### src/rtl/bp_fe_bht_ctrl.sv
// Arbiter that sits in front of a branch history table. It walks an init over every
// entry, then shares the single BHT port between prediction reads and queued updates.
module bp_fe_bht_ctrl #(
    parameter int bht_idx_width_p = 10,
    parameter int fifo_els_p      = 4,
    parameter int starve_limit_p  = 3
) (
    input  logic                       clk_i,
    input  logic                       reset_n_i,
    input  logic                       init_i,

    input  logic                       r_v_i,
    input  logic [bht_idx_width_p-1:0] idx_r_i,
    output logic                       r_ready_o,
    output logic                       predict_v_o,
    output logic                       predict_o,

    input  logic                       w_v_i,
    input  logic [bht_idx_width_p-1:0] idx_w_i,
    input  logic                       correct_i,
    output logic                       w_ready_o,

    output logic                       bht_r_v_o,
    output logic                       bht_w_v_o,
    output logic                       bht_init_o,
    output logic [bht_idx_width_p-1:0] bht_idx_o,
    output logic                       bht_correct_o,
    input  logic                       bht_predict_i,

    output logic                       busy_o
);

    localparam int ptr_w_lp    = (fifo_els_p > 1) ? $clog2(fifo_els_p) : 1;
    localparam int cnt_w_lp    = ptr_w_lp + 1;
    localparam int starve_w_lp = (starve_limit_p > 0) ? $clog2(starve_limit_p + 1) : 1;
    localparam int ent_w_lp    = bht_idx_width_p + 1;

    typedef enum logic {
        S_INIT,
        S_RUN
    } state_e;

    state_e                     state_q, state_d;
    logic [bht_idx_width_p-1:0] wcnt_q, wcnt_d;
    logic [ptr_w_lp-1:0]        wr_ptr_q, wr_ptr_d;
    logic [ptr_w_lp-1:0]        rd_ptr_q, rd_ptr_d;
    logic [cnt_w_lp-1:0]        count_q, count_d;
    logic [starve_w_lp-1:0]     starve_q, starve_d;

    logic [ent_w_lp-1:0]        mem_q [fifo_els_p];
    logic [ent_w_lp-1:0]        head;

    logic full, empty, starve_ok;
    logic grant, push, pop, flush;

    assign full      = (count_q == cnt_w_lp'(fifo_els_p));
    assign empty     = (count_q == '0);
    assign starve_ok = (starve_q < starve_w_lp'(starve_limit_p));
    assign head      = mem_q[rd_ptr_q];

    always_comb begin
        state_d       = state_q;
        wcnt_d        = wcnt_q;
        wr_ptr_d      = wr_ptr_q;
        rd_ptr_d      = rd_ptr_q;
        count_d       = count_q;
        starve_d      = starve_q;
        grant         = 1'b0;
        push          = 1'b0;
        pop           = 1'b0;
        flush         = 1'b0;
        busy_o        = 1'b0;
        r_ready_o     = 1'b0;
        w_ready_o     = 1'b0;
        bht_r_v_o     = 1'b0;
        bht_w_v_o     = 1'b0;
        bht_init_o    = 1'b0;
        bht_idx_o     = '0;
        bht_correct_o = 1'b0;

        case (state_q)
            S_INIT: begin
                busy_o = 1'b1;
                // The reset term keeps the init strobe quiet while reset is held.
                bht_init_o = reset_n_i;
                bht_idx_o  = wcnt_q;
                wcnt_d     = wcnt_q + bht_idx_width_p'(1);
                if (init_i) begin
                    wcnt_d = '0;
                end else if (wcnt_q == {bht_idx_width_p{1'b1}}) begin
                    state_d = S_RUN;
                end
            end

            default: begin
                w_ready_o = !full;
                push      = w_v_i && !full;
                grant     = r_v_i && (empty || (starve_ok && !full));
                // Entries about to be flushed by a re-init are never sent to the table.
                pop       = !grant && !empty && !init_i;

                if (grant) begin
                    r_ready_o = 1'b1;
                    bht_r_v_o = 1'b1;
                    bht_idx_o = idx_r_i;
                end else if (pop) begin
                    bht_w_v_o     = 1'b1;
                    bht_idx_o     = head[ent_w_lp-1:1];
                    bht_correct_o = head[0];
                end

                wr_ptr_d = wr_ptr_q + ptr_w_lp'(push);
                rd_ptr_d = rd_ptr_q + ptr_w_lp'(pop);
                count_d  = count_q + cnt_w_lp'(push) - cnt_w_lp'(pop);

                if (pop) begin
                    starve_d = '0;
                end else if (!empty && starve_ok) begin
                    starve_d = starve_q + starve_w_lp'(1);
                end

                if (init_i) begin
                    flush    = 1'b1;
                    state_d  = S_INIT;
                    wcnt_d   = '0;
                    wr_ptr_d = '0;
                    rd_ptr_d = '0;
                    count_d  = '0;
                    starve_d = '0;
                end
            end
        endcase
    end

    assign predict_v_o = r_ready_o;
    assign predict_o   = bht_predict_i & r_ready_o;

    always_ff @(posedge clk_i or negedge reset_n_i) begin
        if (!reset_n_i) begin
            state_q  <= S_INIT;
            wcnt_q   <= '0;
            wr_ptr_q <= '0;
            rd_ptr_q <= '0;
            count_q  <= '0;
            starve_q <= '0;
        end else begin
            state_q  <= state_d;
            wcnt_q   <= wcnt_d;
            wr_ptr_q <= wr_ptr_d;
            rd_ptr_q <= rd_ptr_d;
            count_q  <= count_d;
            starve_q <= starve_d;
        end
    end

    // Payload storage carries no reset; occupancy is tracked by the pointers alone.
    always_ff @(posedge clk_i) begin
        if (push && !flush) begin
            mem_q[wr_ptr_q] <= {idx_w_i, correct_i};
        end
    end

endmodule

### config.mk
export PLATFORM = sky130hd
export DESIGN_NAME = bp_fe_bht_ctrl
export DESIGN_NICKNAME = d
export VERILOG_FILES = /design/src/rtl/bp_fe_bht_ctrl.sv
export SDC_FILE = /design/constraint.sdc
export NUM_CORES = 1
export LEC_CHECK = 0
export CORE_ASPECT_RATIO = 1.75
export CORE_MARGIN = 3
export CORE_UTILIZATION = 50
export DETAILED_ROUTE_END_ITERATION = 10
export HOLD_SLACK_MARGIN = 0.06
export PLACE_DENSITY = 0.75
export SLEW_MARGIN = 20
export SYNTH_ARGS = -nofsm -noshare
export SYNTH_HDL_FRONTEND = slang
export SYNTH_SLANG_ARGS = --single-unit
### constraint.sdc
create_clock -name clk_i -period 7.1 [get_ports clk_i]
set_input_delay 0.71 -clock clk_i [delete_from_list [all_inputs] [get_ports clk_i]]
set_output_delay 0.71 -clock clk_i [all_outputs]
set_load 0.1 [all_outputs]
==> results.sh, run 1 <==
export IMPL_outcome="complete, no violations"
export IMPL_clock_sinks=64
export IMPL_fp_dieH_um=107
export IMPL_dp_slack_ns=2.23
export IMPL_min_period_over_period_pct=68.4
export IMPL_finalHoldViolCount=0
export IMPL_cts_resized=0
export IMPL_postCtsSetupRepairBufs=0
export IMPL_rsz0062_at_grt="no"
export IMPL_root_buffer="clkbuf_8"
export IMPL_track_usage_pct=18.5
export IMPL_avgRoutedWirePerCell_um=17.1
export IMPL_syn_inst=199
export IMPL_cp_top_family="buffers and inverters"
export IMPL_die_w_um=63.8
export IMPL_synth_edf_count=44
export IMPL_clock_latency_ns=0.33
export IMPL_placementRows=36
export IMPL_power_leakage_nw=1.30
export IMPL_fmax_mhz=206
export IMPL_ir_drop_uv=253
export IMPL_grt_max_degree=27
export IMPL_setup_tns_ns=0
export IMPL_setup_violations=0
export IMPL_gp_congestion=0.769
export IMPL_cp_max_fo=21
export IMPL_ys_ff_latch=64
export IMPL_ys_warn_count=0
export IMPL_io_buffer_count=45
export IMPL_slew_violations=0
export IMPL_worstPathRequired_ns=6.39
export IMPL_r2r_slack_ns=4.21
export IMPL_final_net_count=283
export IMPL_hold_path_class="in -> async"
export IMPL_avgSynthCellArea_um2=14.7
export IMPL_start_util_pct=52.0
export IMPL_crit_chain="clkdlybuf4s50_1 -> nand2b_1 -> a311oi_2 -> a221o_2 -> clkdlybuf4s50_1"
export IMPL_ant_nets=0
export IMPL_start_kind="input port"
export IMPL_critPathCaptureType="output port"
export IMPL_vias=1874
export IMPL_dp_final_hpwl_um=4070
export IMPL_gr_total_overflow=0
export IMPL_drt_iter0_markers=136
export IMPL_numCtsBuffers=9
export IMPL_drive_gt1_share_pct=17.7
export IMPL_yosys_most_used_dff="edfxtp_1"
export IMPL_antenna_cells=0
export IMPL_cellPowerDensity_nw_per_um2=212
export IMPL_io_pins=46
export IMPL_ys_types=46
export IMPL_vias_per_cell=5.68
export IMPL_clk_pin_slew_ns=0.07
export IMPL_syn_to_final_growth_pct=24.3
export IMPL_setup_ws_ns=2.24
export IMPL_cp_slowest_stage_delay_ns=1.12
export IMPL_cts_path_max_buffers=2
export IMPL_critical_path_class="in -> out"
export IMPL_ctsHoldBuffers=0
export IMPL_drt_first_pass_iters=4
export IMPL_path_common_cell="clkdlybuf4s50_1"
export IMPL_worst_path_buf_inv=2
export IMPL_cts_max_level=3
export IMPL_grt_pass1_vias=1884
export IMPL_max_slew_margin_rel_pct=34.3
export IMPL_tightestPinTransition_ns=0.982
export IMPL_antenna_found_initial=0
export IMPL_synth_area_um2=2930
export IMPL_fin_crit_ns=4.86
export IMPL_grt_pass1_wl_um=9360
export IMPL_core_um2=5630
export IMPL_synthArstFlopShare_pct=31.3
export IMPL_wirelength_um=5650
export IMPL_n_fill_cell=432
export IMPL_final_cell_mix="44 x clkdlybuf4s50_1, 44 x edfxtp_1, 20 x dfrtp_1"
export IMPL_fp_dieArea_um2=6840
export IMPL_route_detailed_drc=0
export IMPL_seq_area_frac_synth_pct=62.3
export IMPL_synth_nets=233
export IMPL_clock_skew_final_ns=0.00618
export IMPL_maxCapViolCount=0
export IMPL_cts_tree="yes"
export IMPL_crit_arrival_ns=4.15
export IMPL_cp_slowest_cell="clkdlybuf4s50_1"
[cells by family after synthesis]
family	synth area share (%)
AO/OA/AOI/OAI	9.15
XOR/XNOR	1.20
flip-flops	62.3
adder cells (fa/ha/maj)	3.25
AND/OR/NAND/NOR	10.8
buffers and inverters	3.42
multiplexers	9.88
[per-layer routing]
metal	vias to the layer above	share of wire, %	track usage, %
li1	869	-	-
met1	942	42	22.9
met2	50	52	29.5
met3	13	3.5	5.14
met4	0	2.9	9.12
met5	-	0	0
[synth_stat cells, types with 3 or more instances]
| cell type | instances | area share, % |
|---|---|---|
| inv_1 | 11 | 1.4 |
| a221o_2 | 3 | 1.2 |
| dfrtp_1 | 20 | 17 |
| o21ai_0 | 4 | 0.68 |
| nor3_1 | 6 | 1.0 |
| ha_1 | 6 | 2.6 |
| and2_2 | 3 | 0.77 |
| edfxtp_1 | 44 | 45 |
| or4_1 | 3 | 0.77 |
| nor2b_1 | 11 | 2.4 |
| mux2i_1 | 3 | 1.0 |
| mux4_2 | 11 | 8.5 |
| a21oi_1 | 5 | 0.86 |
| nor2_1 | 11 | 1.4 |
| a221o_1 | 7 | 2.4 |
| clkbuf_1 | 4 | 0.51 |
| xnor2_1 | 3 | 0.90 |
| o31ai_1 | 3 | 0.77 |
| o2bb2ai_1 | 3 | 0.90 |
| nand2_1 | 4 | 0.51 |
[worst paths after layout]
check,start,cells after the start,endpoint
setup / recovery,init_i,5,bht_idx_o[8]
hold / removal,reset_n_i,1,starve_q[0]$_DFFE_PN0P_
setup reg to reg,count_q[1]$_DFFE_PN0P_,11,count_q[2]$_DFFE_PN0P_
hold reg to reg,starve_q[1]$_DFFE_PN0P_,2,starve_q[1]$_DFFE_PN0P_
max in group asynchronous,reset_n_i,1,wcnt_q[1]$_DFFE_PN0P_
min in group clk_i,starve_q[1]$_DFFE_PN0P_,2,starve_q[1]$_DFFE_PN0P_
[layout make-up]
| type | instances | area, µm² | share of cell area (%) |
|---|---|---|---|
| Tap cell | 76 | 95.1 | 2.62 |
| Clock buffer | 9 | 124 | 3.41 |
| Clock inverter | 7 | 71.3 | 1.96 |
| Sequential cell | 64 | 1820 | 50.1 |
| Timing Repair Buffer | 49 | 475 | 13.1 |
| Multi-Input combinational cell | 113 | 1000 | 27.6 |
| Inverter | 12 | 45.0 | 1.24 |
[sequential cells by signal (all words and copies together), names as in the netlist]
name      count
count_q       3
mem_q        44
rd_ptr_q      2
starve_q      2
state_q       1
wcnt_q       10
wr_ptr_q      2
[metrics by stage]
step / hold slack [ns] / total power, mW / instance area [µm²] / utilization [%] / cells
after floorplan: 0.414 / 0.449 / 2930 / - / 199
after global placement: 0.463 / 0.475 / 3450 / 61.2 / 314
after detailed placement: 0.483 / 0.477 / 3450 / 61.2 / 314
after CTS: 0.500 / 0.779 / 3640 / 64.7 / 330
after global routing: 0.350 / 0.805 / 3640 / 64.6 / 330
final: 0.323 / 0.771 / 3640 / 64.6 / 330
[where the power goes]
| group | internal [mW] | switching (mW) | total [mW] | leakage, nW |
|---|---|---|---|---|
| combinational | 0.0277 | 0.0327 | 0.0604 | 0.560 |
| clock | 0.162 | 0.141 | 0.303 | 0.0916 |
| sequential | 0.403 | 0.00515 | 0.408 | 0.653 |
| total | 0.592 | 0.179 | 0.771 | 1.30 |
Note: power is estimated with default switching activity, not from simulation.
==> inputs of run 2 (changes only) <==
==> constraint.sdc (replaced) <==
create_clock -name clk_i -period 4.9 [get_ports clk_i]
set_input_delay 0.49 -clock clk_i [delete_from_list [all_inputs] [get_ports clk_i]]
set_output_delay 0.49 -clock clk_i [all_outputs]
set_load 0.1 [all_outputs]
==> run 2 against run 1 <==
Compared with the run above:
- clock skew is 0.0030 ns higher
- via count is 1.7% lower
- setup slack worse by 0.81 ns
- critical path type is now reg -> out
- largest power group unchanged
==> results.sh, run 2 (same netlist as run 1, synthesis figures left out) <==
export IMPL_drive_gt1_share_pct=22.7
export IMPL_final_cell_mix="44 x edfxtp_1, 33 x clkdlybuf4s50_1, 20 x dfrtp_1"
export IMPL_grt_pass1_vias=1814
export IMPL_root_buffer="clkbuf_8"
export IMPL_finalHoldViolCount=0
export IMPL_outcome="complete, no violations"
export IMPL_cp_top_family="buffers and inverters"
export IMPL_cp_slowest_cell="clkdlybuf4s50_1"
export IMPL_cp_max_fo=26
export IMPL_largest_reg_flops=44
export IMPL_gr_usage_met3_pct=4.61
export IMPL_drt_iter0_markers=149
export IMPL_setup_violations=0
export IMPL_cts_path_max_buffers=2
export IMPL_gr_total_overflow=0
export IMPL_track_usage_pct=17.9
export IMPL_drt_first_pass_iters=4
export IMPL_crit_chain="and4_4 -> and2_2 -> clkdlybuf4s50_1"
export IMPL_critical_path_class="reg -> out"
export IMPL_postCtsSetupRepairBufs=0
export IMPL_min_period_over_period_pct=70.7
export IMPL_wirelength_um=5570
export IMPL_critPathLaunch="state_q$_DFF_PN0_"
export IMPL_io_pins=46
export IMPL_start_util_pct=52.0
export IMPL_grt_max_degree=27
export IMPL_gp_congestion=0.763
export IMPL_setup_tns_ns=0
export IMPL_die_w_um=63.8
export IMPL_grtUsageMet2_pct=31.2
export IMPL_fin_util_pct=64.1
export IMPL_ir_drop_uv=234
export IMPL_cts_tree="yes"
export IMPL_vias=1842
export IMPL_reg2regPathDepth=11
export IMPL_cts_resized=0
export IMPL_regMostFlops="mem_q"
export IMPL_critPathCaptureType="output port"
export IMPL_r2r_start="count_q[1]$_DFFE_PN0P_"
export IMPL_clk_pin_slew_ns=0.08
export IMPL_grt_busiest_layer="met2"
export IMPL_io_buffer_count=45
export IMPL_ant_nets=0
export IMPL_rsz0062_at_grt="no"
export IMPL_layout_commonest_cell="edfxtp_1"
export IMPL_core_um2=5630
export IMPL_worstPathRequired_ns=4.41
export IMPL_crit_arrival_ns=2.98
export IMPL_syn_to_final_growth_pct=23.4
export IMPL_power_leakage_nw=1.33
export IMPL_n_fill_cell=440
export IMPL_clock_latency_ns=0.33
export IMPL_holdWs_ns=0.486
export IMPL_maxCapViolCount=0
export IMPL_start_kind="register"
export IMPL_cellPowerDensity_nw_per_um2=299
export IMPL_dp_slack_ns=1.69
export IMPL_antenna_cells=0
export IMPL_avgRoutedWirePerCell_um=16.8
export IMPL_r2r_end="count_q[2]$_DFFE_PN0P_"
export IMPL_route_detailed_drc=0
export IMPL_r2r_slack_ns=2.08
export IMPL_numCtsBuffers=9
export IMPL_max_slew_margin_rel_pct=34.8
export IMPL_tightestPinTransition_ns=0.975
export IMPL_hold_path_class="in -> async"
export IMPL_cts_max_level=3
export IMPL_placementRows=36
export IMPL_top_regs="mem_q x44, wcnt_q x10, count_q x3"
export IMPL_slew_violations=0
export IMPL_clock_skew_final_ns=0.00914
export IMPL_fp_dieArea_um2=6840
export IMPL_final_net_count=285
export IMPL_vias_per_cell=5.55
export IMPL_fmax_mhz=288
export IMPL_fin_crit_ns=3.47
export IMPL_use_met1_pct=21.0
export IMPL_ctsHoldBuffers=0
export IMPL_setup_ws_ns=1.43
export IMPL_cp_slowest_stage_delay_ns=1.13
export IMPL_antenna_found_initial=0
export IMPL_dp_final_hpwl_um=3940
export IMPL_worst_path_buf_inv=1
export IMPL_clock_sinks=64
export IMPL_grt_pass1_wl_um=9070
export IMPL_fp_dieH_um=107
## run 2: cell count changes in the layout (fill, tap and decap cells not counted)
cell / previous run / this run
bufinv_16: 1 / 0
inv_6: 1 / 3
clkinv_2: 2 / 1
clkdlybuf4s50_1: 44 / 33
buf_2: 1 / 0
buf_4: 4 / 18
## run 2: report_power, final
part           switching (mW)  total (mW)  internal, mW
clock                   0.214       0.401         0.187
sequential            0.00728       0.591         0.584
combinational          0.0473      0.0878        0.0405
## run 2: through the flow
step | std cells | power, mW | instance area (µm²)
after floorplan | 199 | 0.651 | 2930
after global placement | 316 | 0.689 | 3430
after detailed placement | 316 | 0.691 | 3430
after CTS | 332 | 1.09 | 3610
after global routing | 332 | 1.13 | 3610
final | 332 | 1.08 | 3610
## run 2: worst max-delay path by stage
| stage | to | slack [ns] | cells after the start |
|---|---|---|---|
| finish | predict_o | 1.43 | 3 |
| global route | predict_o | 1.30 | 3 |
| CTS | predict_o | 1.42 | 3 |
| detailed placement | bht_idx_o[8] | 1.69 | 6 |
| global placement | predict_o | 1.76 | 4 |
| floorplan | bht_idx_o[1] | 1.91 | 4 |
## run 2: per-layer routing
metal	up-vias	wire [µm]
li1	876	-
met2	41	3150
met4	0	61
met1	921	2160
met5	-	0
met3	4	197
## run 2: final cells by class
type	count	area, µm²	share of cell area (%)
Timing Repair Buffer	51	465	12.9
Clock inverter	7	53.8	1.49
Multi-Input combinational cell	113	1000	27.8
Sequential cell	64	1820	50.5
Tap cell	76	95.1	2.64
Inverter	12	45.0	1.25
Clock buffer	9	124	3.43
